--- config.mk ---
export PLATFORM = sky130hd
export DESIGN_NAME = multicycle_control
export DESIGN_NICKNAME = d
export VERILOG_FILES = /design/src/rtl/multicycle_control_pkg.sv /design/src/rtl/mc_output_decode.sv /design/src/rtl/multicycle_control.sv
export SDC_FILE = /design/constraint.sdc
export NUM_CORES = 1
export LEC_CHECK = 0
export ABC_AREA = 1
export BUFFER_PORTS_ARGS = -buffer_cell sky130_fd_sc_hd__buf_2
export CORE_AREA = 2 2 39 41
export CTS_CLUSTER_SIZE = 16
export DETAILED_ROUTE_END_ITERATION = 12
export DIE_AREA = 0 0 41 43
export PLACE_DENSITY = 0.75
export SYNTH_ARGS = -nofsm -noshare
export SYNTH_HDL_FRONTEND = slang
export SYNTH_SLANG_ARGS = --single-unit
export TNS_END_PERCENT = 50
--- constraint.sdc ---
create_clock -name clk -period 2 [get_ports clk]
set_input_delay 0 -clock clk [delete_from_list [all_inputs] [get_ports clk]]
set_output_delay 0 -clock clk [all_outputs]
set_load 0.02 [all_outputs]
--- src/rtl/multicycle_control_pkg.sv ---
// Shared encodings for the multicycle controller: opcodes, state numbers,
// datapath mux select codes and the control word driven to the datapath.
package multicycle_control_pkg;

  // Opcodes seen in instruction[31:26]
  localparam logic [5:0] OP_RTYPE = 6'b000000;
  localparam logic [5:0] OP_LW    = 6'b100011;
  localparam logic [5:0] OP_SW    = 6'b101011;
  localparam logic [5:0] OP_BEQ   = 6'b000100;
  localparam logic [5:0] OP_ADDI  = 6'b001000;
  localparam logic [5:0] OP_J     = 6'b000010;

  // Controller states; the numbers are visible on the debug state port
  typedef enum logic [3:0] {
    S_FETCH   = 4'd0,
    S_DECODE  = 4'd1,
    S_MEMADR  = 4'd2,
    S_MEMRD   = 4'd3,
    S_MEMWB   = 4'd4,
    S_MEMWR   = 4'd5,
    S_EXECUTE = 4'd6,
    S_ALUWB   = 4'd7,
    S_BRANCH  = 4'd8,
    S_ADDIEX  = 4'd9,
    S_ADDIWB  = 4'd10,
    S_JUMP    = 4'd11
  } state_t;

  // ALU control requests
  localparam logic [1:0] ALUOP_ADD   = 2'b00;
  localparam logic [1:0] ALUOP_SUB   = 2'b01;
  localparam logic [1:0] ALUOP_FUNCT = 2'b10;

  // ALU B-operand selects
  localparam logic [1:0] SRCB_B      = 2'b00;
  localparam logic [1:0] SRCB_FOUR   = 2'b01;
  localparam logic [1:0] SRCB_IMM    = 2'b10;
  localparam logic [1:0] SRCB_IMM_SH = 2'b11;

  // Next-PC selects
  localparam logic [1:0] PCSRC_ALU    = 2'b00;
  localparam logic [1:0] PCSRC_ALUOUT = 2'b01;
  localparam logic [1:0] PCSRC_JUMP   = 2'b10;

  // Everything the datapath needs from the controller in one bundle
  typedef struct packed {
    logic       pc_write;
    logic       branch;
    logic       iord;
    logic       mem_read;
    logic       mem_write;
    logic       ir_write;
    logic       mem_to_reg;
    logic       reg_dst;
    logic       reg_write;
    logic       alu_src_a;
    logic [1:0] alu_src_b;
    logic [1:0] alu_op;
    logic [1:0] pc_src;
    logic       instr_done;
  } ctrl_t;

endpackage

--- src/rtl/mc_output_decode.sv ---
// Moore output decode: maps the current state (and memory completion for the
// states that wait on memory) to the datapath control word.
module mc_output_decode
  import multicycle_control_pkg::*;
(
  input  logic [3:0] state,
  input  logic       mem_ok,
  output ctrl_t      ctrl
);

  // Control word per state; unused encodings leave everything deasserted
  always_comb begin
    // NOTE: default the whole word first so no path through the case infers a latch.
    ctrl = '0;
    case (state)
      S_FETCH: begin
        ctrl.mem_read  = 1'b1;
        ctrl.alu_src_b = SRCB_FOUR;
        ctrl.ir_write  = mem_ok;
        ctrl.pc_write  = mem_ok;
      end
      S_DECODE: begin
        ctrl.alu_src_b = SRCB_IMM_SH;
      end
      S_MEMADR: begin
        ctrl.alu_src_a = 1'b1;
        ctrl.alu_src_b = SRCB_IMM;
      end
      S_MEMRD: begin
        ctrl.iord     = 1'b1;
        ctrl.mem_read = 1'b1;
      end
      S_MEMWB: begin
        ctrl.mem_to_reg = 1'b1;
        ctrl.reg_write  = 1'b1;
        ctrl.instr_done = 1'b1;
      end
      S_MEMWR: begin
        ctrl.iord       = 1'b1;
        ctrl.mem_write  = 1'b1;
        ctrl.instr_done = mem_ok;
      end
      S_EXECUTE: begin
        ctrl.alu_src_a = 1'b1;
        ctrl.alu_src_b = SRCB_B;
        ctrl.alu_op    = ALUOP_FUNCT;
      end
      S_ALUWB: begin
        ctrl.reg_dst    = 1'b1;
        ctrl.reg_write  = 1'b1;
        ctrl.instr_done = 1'b1;
      end
      S_BRANCH: begin
        ctrl.alu_src_a  = 1'b1;
        ctrl.alu_op     = ALUOP_SUB;
        ctrl.branch     = 1'b1;
        ctrl.pc_src     = PCSRC_ALUOUT;
        ctrl.instr_done = 1'b1;
      end
      S_ADDIEX: begin
        ctrl.alu_src_a = 1'b1;
        ctrl.alu_src_b = SRCB_IMM;
      end
      S_ADDIWB: begin
        ctrl.reg_write  = 1'b1;
        ctrl.instr_done = 1'b1;
      end
      S_JUMP: begin
        ctrl.pc_write   = 1'b1;
        ctrl.pc_src     = PCSRC_JUMP;
        ctrl.instr_done = 1'b1;
      end
      default: ctrl = '0;
    endcase
  end

endmodule

--- src/rtl/multicycle_control.sv ---
// Multicycle MIPS-subset controller: Moore FSM sequencing fetch, decode and
// the per-class execute/memory/writeback steps, with optional memory waits.
module multicycle_control
  import multicycle_control_pkg::*;
#(
  parameter bit MEM_WAIT_EN = 1'b1
) (
  input  logic       clk,
  input  logic       reset,
  input  logic [5:0] opcode,
  input  logic       mem_ready,
  output logic       PCWrite,
  output logic       Branch,
  output logic       IorD,
  output logic       MemRead,
  output logic       MemWrite,
  output logic       IRWrite,
  output logic       MemtoReg,
  output logic       RegDst,
  output logic       RegWrite,
  output logic       ALUSrcA,
  output logic [1:0] ALUSrcB,
  output logic [1:0] ALUOp,
  output logic [1:0] PCSrc,
  output logic       instr_done,
  output logic       illegal_op,
  output logic [3:0] state
);

  state_t state_q;
  state_t state_d;
  logic   mem_ok;
  logic   illegal_d;
  ctrl_t  ctrl;

  // Without wait support every memory access completes in its first cycle
  assign mem_ok = MEM_WAIT_EN ? mem_ready : 1'b1;

  // State register; reset returns to FETCH immediately
  always_ff @(posedge clk or posedge reset) begin
    // NOTE: state registers use non-blocking assignment so every flop samples pre-edge values.
    if (reset) state_q <= S_FETCH;
    else       state_q <= state_d;
  end

  // Next-state selection and the DECODE-time illegal opcode flag
  always_comb begin
    state_d   = state_q;
    illegal_d = 1'b0;
    case (state_q)
      S_FETCH:  if (mem_ok) state_d = S_DECODE;
      S_DECODE: begin
        case (opcode)
          OP_RTYPE:     state_d = S_EXECUTE;
          OP_LW, OP_SW: state_d = S_MEMADR;
          OP_BEQ:       state_d = S_BRANCH;
          OP_ADDI:      state_d = S_ADDIEX;
          OP_J:         state_d = S_JUMP;
          default: begin
            state_d   = S_FETCH;
            illegal_d = 1'b1;
          end
        endcase
      end
      S_MEMADR:  state_d = (opcode == OP_LW) ? S_MEMRD : S_MEMWR;
      S_MEMRD:   if (mem_ok) state_d = S_MEMWB;
      S_MEMWB:   state_d = S_FETCH;
      S_MEMWR:   if (mem_ok) state_d = S_FETCH;
      S_EXECUTE: state_d = S_ALUWB;
      S_ALUWB:   state_d = S_FETCH;
      S_BRANCH:  state_d = S_FETCH;
      S_ADDIEX:  state_d = S_ADDIWB;
      S_ADDIWB:  state_d = S_FETCH;
      S_JUMP:    state_d = S_FETCH;
      default:   state_d = S_FETCH;
    endcase
  end

  mc_output_decode u_decode (
    .state  (state_q),
    .mem_ok (mem_ok),
    .ctrl   (ctrl)
  );

  // Write enables and pulses are held low for the whole of reset so an
  // interrupted instruction cannot commit anything
  assign PCWrite    = ctrl.pc_write   & ~reset;
  assign IRWrite    = ctrl.ir_write   & ~reset;
  assign RegWrite   = ctrl.reg_write  & ~reset;
  assign MemWrite   = ctrl.mem_write  & ~reset;
  assign Branch     = ctrl.branch     & ~reset;
  assign instr_done = ctrl.instr_done & ~reset;
  assign illegal_op = illegal_d       & ~reset;

  assign IorD     = ctrl.iord;
  assign MemRead  = ctrl.mem_read;
  assign MemtoReg = ctrl.mem_to_reg;
  assign RegDst   = ctrl.reg_dst;
  assign ALUSrcA  = ctrl.alu_src_a;
  assign ALUSrcB  = ctrl.alu_src_b;
  assign ALUOp    = ctrl.alu_op;
  assign PCSrc    = ctrl.pc_src;
  assign state    = state_q;

endmodule

==> flow_summary.yaml <==
worst_setup_path:
  critPathTopFamily: "flip-flops"
  worstSetupEndpointType: "primary output"
  max_stage_delay_ns: 0.45
  worstSetupPathType: "flop to primary output"
  worst-r2r-cell-count: 7
  critical_path_depth: 8
  crit_path_start_kind: "flop"
  arrival_ns: 1.47
  critPathMaxFanout: 8
  critPathRequiredTime_ns: 2.00
  crit_path_cell_trace: "inv_1 -> nand2_2 -> nor2_2 -> inv_2 -> nor2_1 -> o21ai_1 -> nand2_1 -> buf_2"
  crit_buf_inv: 3
  crit_path_top_delay_cell: "sky130_fd_sc_hd__dfrtp_1"
power_and_ir_drop:
  vdd_ir_drop_max_mv: 0.7024
  totalPowerFinal_uw: 779.5
  netSwitchingFraction_pct: 56.07
  combinational_group_share_of_total_power_pct: 69.2
  total_leakage_power_uw: 0.0005208
  pwr-share-clk_pct: 12.6
  power.share.sequential_pct: 18.2
  cell_internal_pwr_uw: 342.4
  switching_power_of_the_nets_uw: 437.0
  power_density_nw_per_um2: 1047
sta:
  setup_repair_after_global_routing_missed_its_margin: "no"
  clock-skew-final_ns: 0.001859
  max_slew_margin_pct: 78.78
  max_clk_rate_ghz: 0.6811
  timing.final.crit_share_pct: 73.41
  holdWs_ns: 0.1224
  worstMarginPinSlew_ns: 0.3172
  hold_violations: 0
  report.final.slew_viol_count: 0
  final_setup_tns_ns: 0
  finalCriticalPeriod_ns: 1.468
  setup_viol_count_final: 0
die:
  die_h_um: 43
  fp.dieW_um: 41
  die_area_um2: 1763
  ioPinCount: 31
  core_region_area_um2: 1384
  start_util_pct: 39.15
  placementRows: 14
hold_path:
  min_path_cells: 4
  hp-class: "input port to flop"
logic_synthesis:
  post-synth-top-area-fraction_pct: 20.09
  synth_area_um2: 541.8
  synth_cell_type_count: 15
  seq_area_frac_synth_pct: 18.48
  mappedNetlistNets: 115
  synth_cells: 106
  yosys_register_bits: 4
  synth_area_per_cell_um2: 5.111
  biggest_area_contributors_in_the_synthesized_netlist: "sky130_fd_sc_hd__nand2_1 (20%), sky130_fd_sc_hd__dfrtp_1 (18%), sky130_fd_sc_hd__nor2_1 (15%)"
  yosys_warnings: 0
  synthDominantAreaCellType: "sky130_fd_sc_hd__nand2_1"
drt:
  vias: 745
  drtIter0Drc: 23
  drt_pass1_iterations: 4
  wire_per_inst_um: 9.250
  detail-route-antenna-nets: 0
  drc: 0
  routed_wirelength_um: 1443
  drt-vias-per-instance: 4.776
outcome:
  run_status: "finished clean"
global_routing:
  grt_start_max_net_pins: 9
  globalRoute.totalOverflow: 0
  grt_pass1_wl_um: 2401
  grt_antenna_before_repair: 0
  number_of_global_route_vias_before_repair: 636
  gr-usage-all-layers_pct: 19.05
finish:
  final_cell_area_um2: 744.5
  final_layout_size_suffix_gt1_share_pct: 31.43
  layout.cells.most_common: "sky130_fd_sc_hd__buf_2"
  final_cell_mix: "sky130_fd_sc_hd__buf_2 (30), sky130_fd_sc_hd__nand2_1 (29), sky130_fd_sc_hd__nor2_1 (22), sky130_fd_sc_hd__inv_1 (18), sky130_fd_sc_hd__nand3_1 (14)"
  syn2layout_area_growth_pct: 37.41
  largest_reg_flops: 4
  finish.utilization_pct: 53.80
  final_nets: 151
  num_antenna_cells: 0
clock_tree:
  ctsHtreeMaxLevel: 1
  clk_latency_ns: 0.23
  tritoncts.num_buffers: 3
  numClockSinks: 4
  tritoncts: "done"
  clk_transition_reported_paths_ns: 0.04
  cts_buffer_depth: 2
  cts_setup_buffers: 0
  root_buffer: "sky130_fd_sc_hd__clkbuf_4"
placement:
  io_buffer_count: 30
  dpl.hpwl_um: 1250
  routabilityCongestion: 0.9172
  placed_area_um2: 711.9
run:
  timing.max_cap.violations: 0
==> tightest hold or removal path: stages <==
cell and delay (ns):
sky130_fd_sc_hd__buf_2 0.09, sky130_fd_sc_hd__inv_1 0.09, sky130_fd_sc_hd__nand2_1 0.08, sky130_fd_sc_hd__nand2_1 0.05
==> cell type report <==
type | count | area [um2]
timing repair buffer | 31 | 160.2
multi-input combinational | 81 | 362.8
sequential | 4 | 100.1
clock buffer | 3 | 22.52
tap | 16 | 20.02
inverter | 21 | 78.83
fill | 146 | 639.4
==> cell usage after synthesis <==
library cell	number
sky130_fd_sc_hd__nor2_4	1
sky130_fd_sc_hd__nand2_1	29
sky130_fd_sc_hd__nor2_2	2
sky130_fd_sc_hd__nor2_1	22
sky130_fd_sc_hd__inv_2	3
sky130_fd_sc_hd__nor3_1	2
sky130_fd_sc_hd__nand2_2	4
sky130_fd_sc_hd__dfrtp_1	4
sky130_fd_sc_hd__nand3b_1	1
sky130_fd_sc_hd__o21ai_1	1
sky130_fd_sc_hd__inv_1	18
sky130_fd_sc_hd__nand3_2	1
sky130_fd_sc_hd__nand3_1	14
sky130_fd_sc_hd__a21oi_1	2
sky130_fd_sc_hd__o21ai_0	2
==> repair_timing <==
item / CTS / global route
endpoints found under the hold margin: 4 / 0
gates resized for setup: 0 / 0
hold buffers: 1 / 0
setup endpoints to repair: 0 / 0
==> stage by stage <==
step                      worst slack, ns  cells
final                              0.5318    156
after CTS                          0.5251    156
after global placement             0.7757    152
after floorplan                    0.4533    106
after detailed placement           0.7852    152
after global routing               0.3873    156
==> power by group through the flow <==
| stage | logic [uW] | clock network (uW) | registers, uW |
|---|---|---|---|
| after floorplan | 359 | 0 | 164 |
| after global placement | 535 | 0 | 142 |
| after detailed placement | 539 | 0 | 142 |
| after CTS | 542 | 104 | 141 |
| after global routing | 596 | 114 | 147 |
| final | 540 | 98.1 | 142 |
==> worst paths after layout <==
check / startpoint / to / slack [ns]
worst min-delay path: mem_ready / state[2]$_DFFE_PP0P_ / 0.12
worst max-delay path: state[1]$_DFFE_PP0P_ / instr_done / 0.53
max in group asynchronous: reset / state[3]$_DFFE_PP0P_ / 1.54
worst min register to register: state[0]$_DFFE_PP0P_ / state[0]$_DFFE_PP0P_ / 0.68
worst max register to register: state[0]$_DFFE_PP0P_ / state[2]$_DFFE_PP0P_ / 0.77
min in group asynchronous: reset / state[0]$_DFFE_PP0P_ / 0.27
==> per-layer routing <==
metal | up-vias | routed length [um] | GRT usage (%) | part of all wire, %
li1 | 389 | - | - | -
met1 | 339 | 660 | 25.08 | 46
met2 | 15 | 732 | 31.25 | 51
met3 | 2 | 38 | 1.571 | 2.6
met4 | 0 | 11 | 6.000 | 0.76
met5 | - | 0 | 0 | 0
==> kinds of logic (layout without fill, tap and decap cells) <==
family,after synthesis,after routing,synth area share [%]
and+or+nand+nor,76,76,62.35
buffers and inverters,21,55,14.55
AOI/OAI and AO/OA,5,5,4.618
DFF,4,4,18.48
Power figures use the tool's default switching activity.
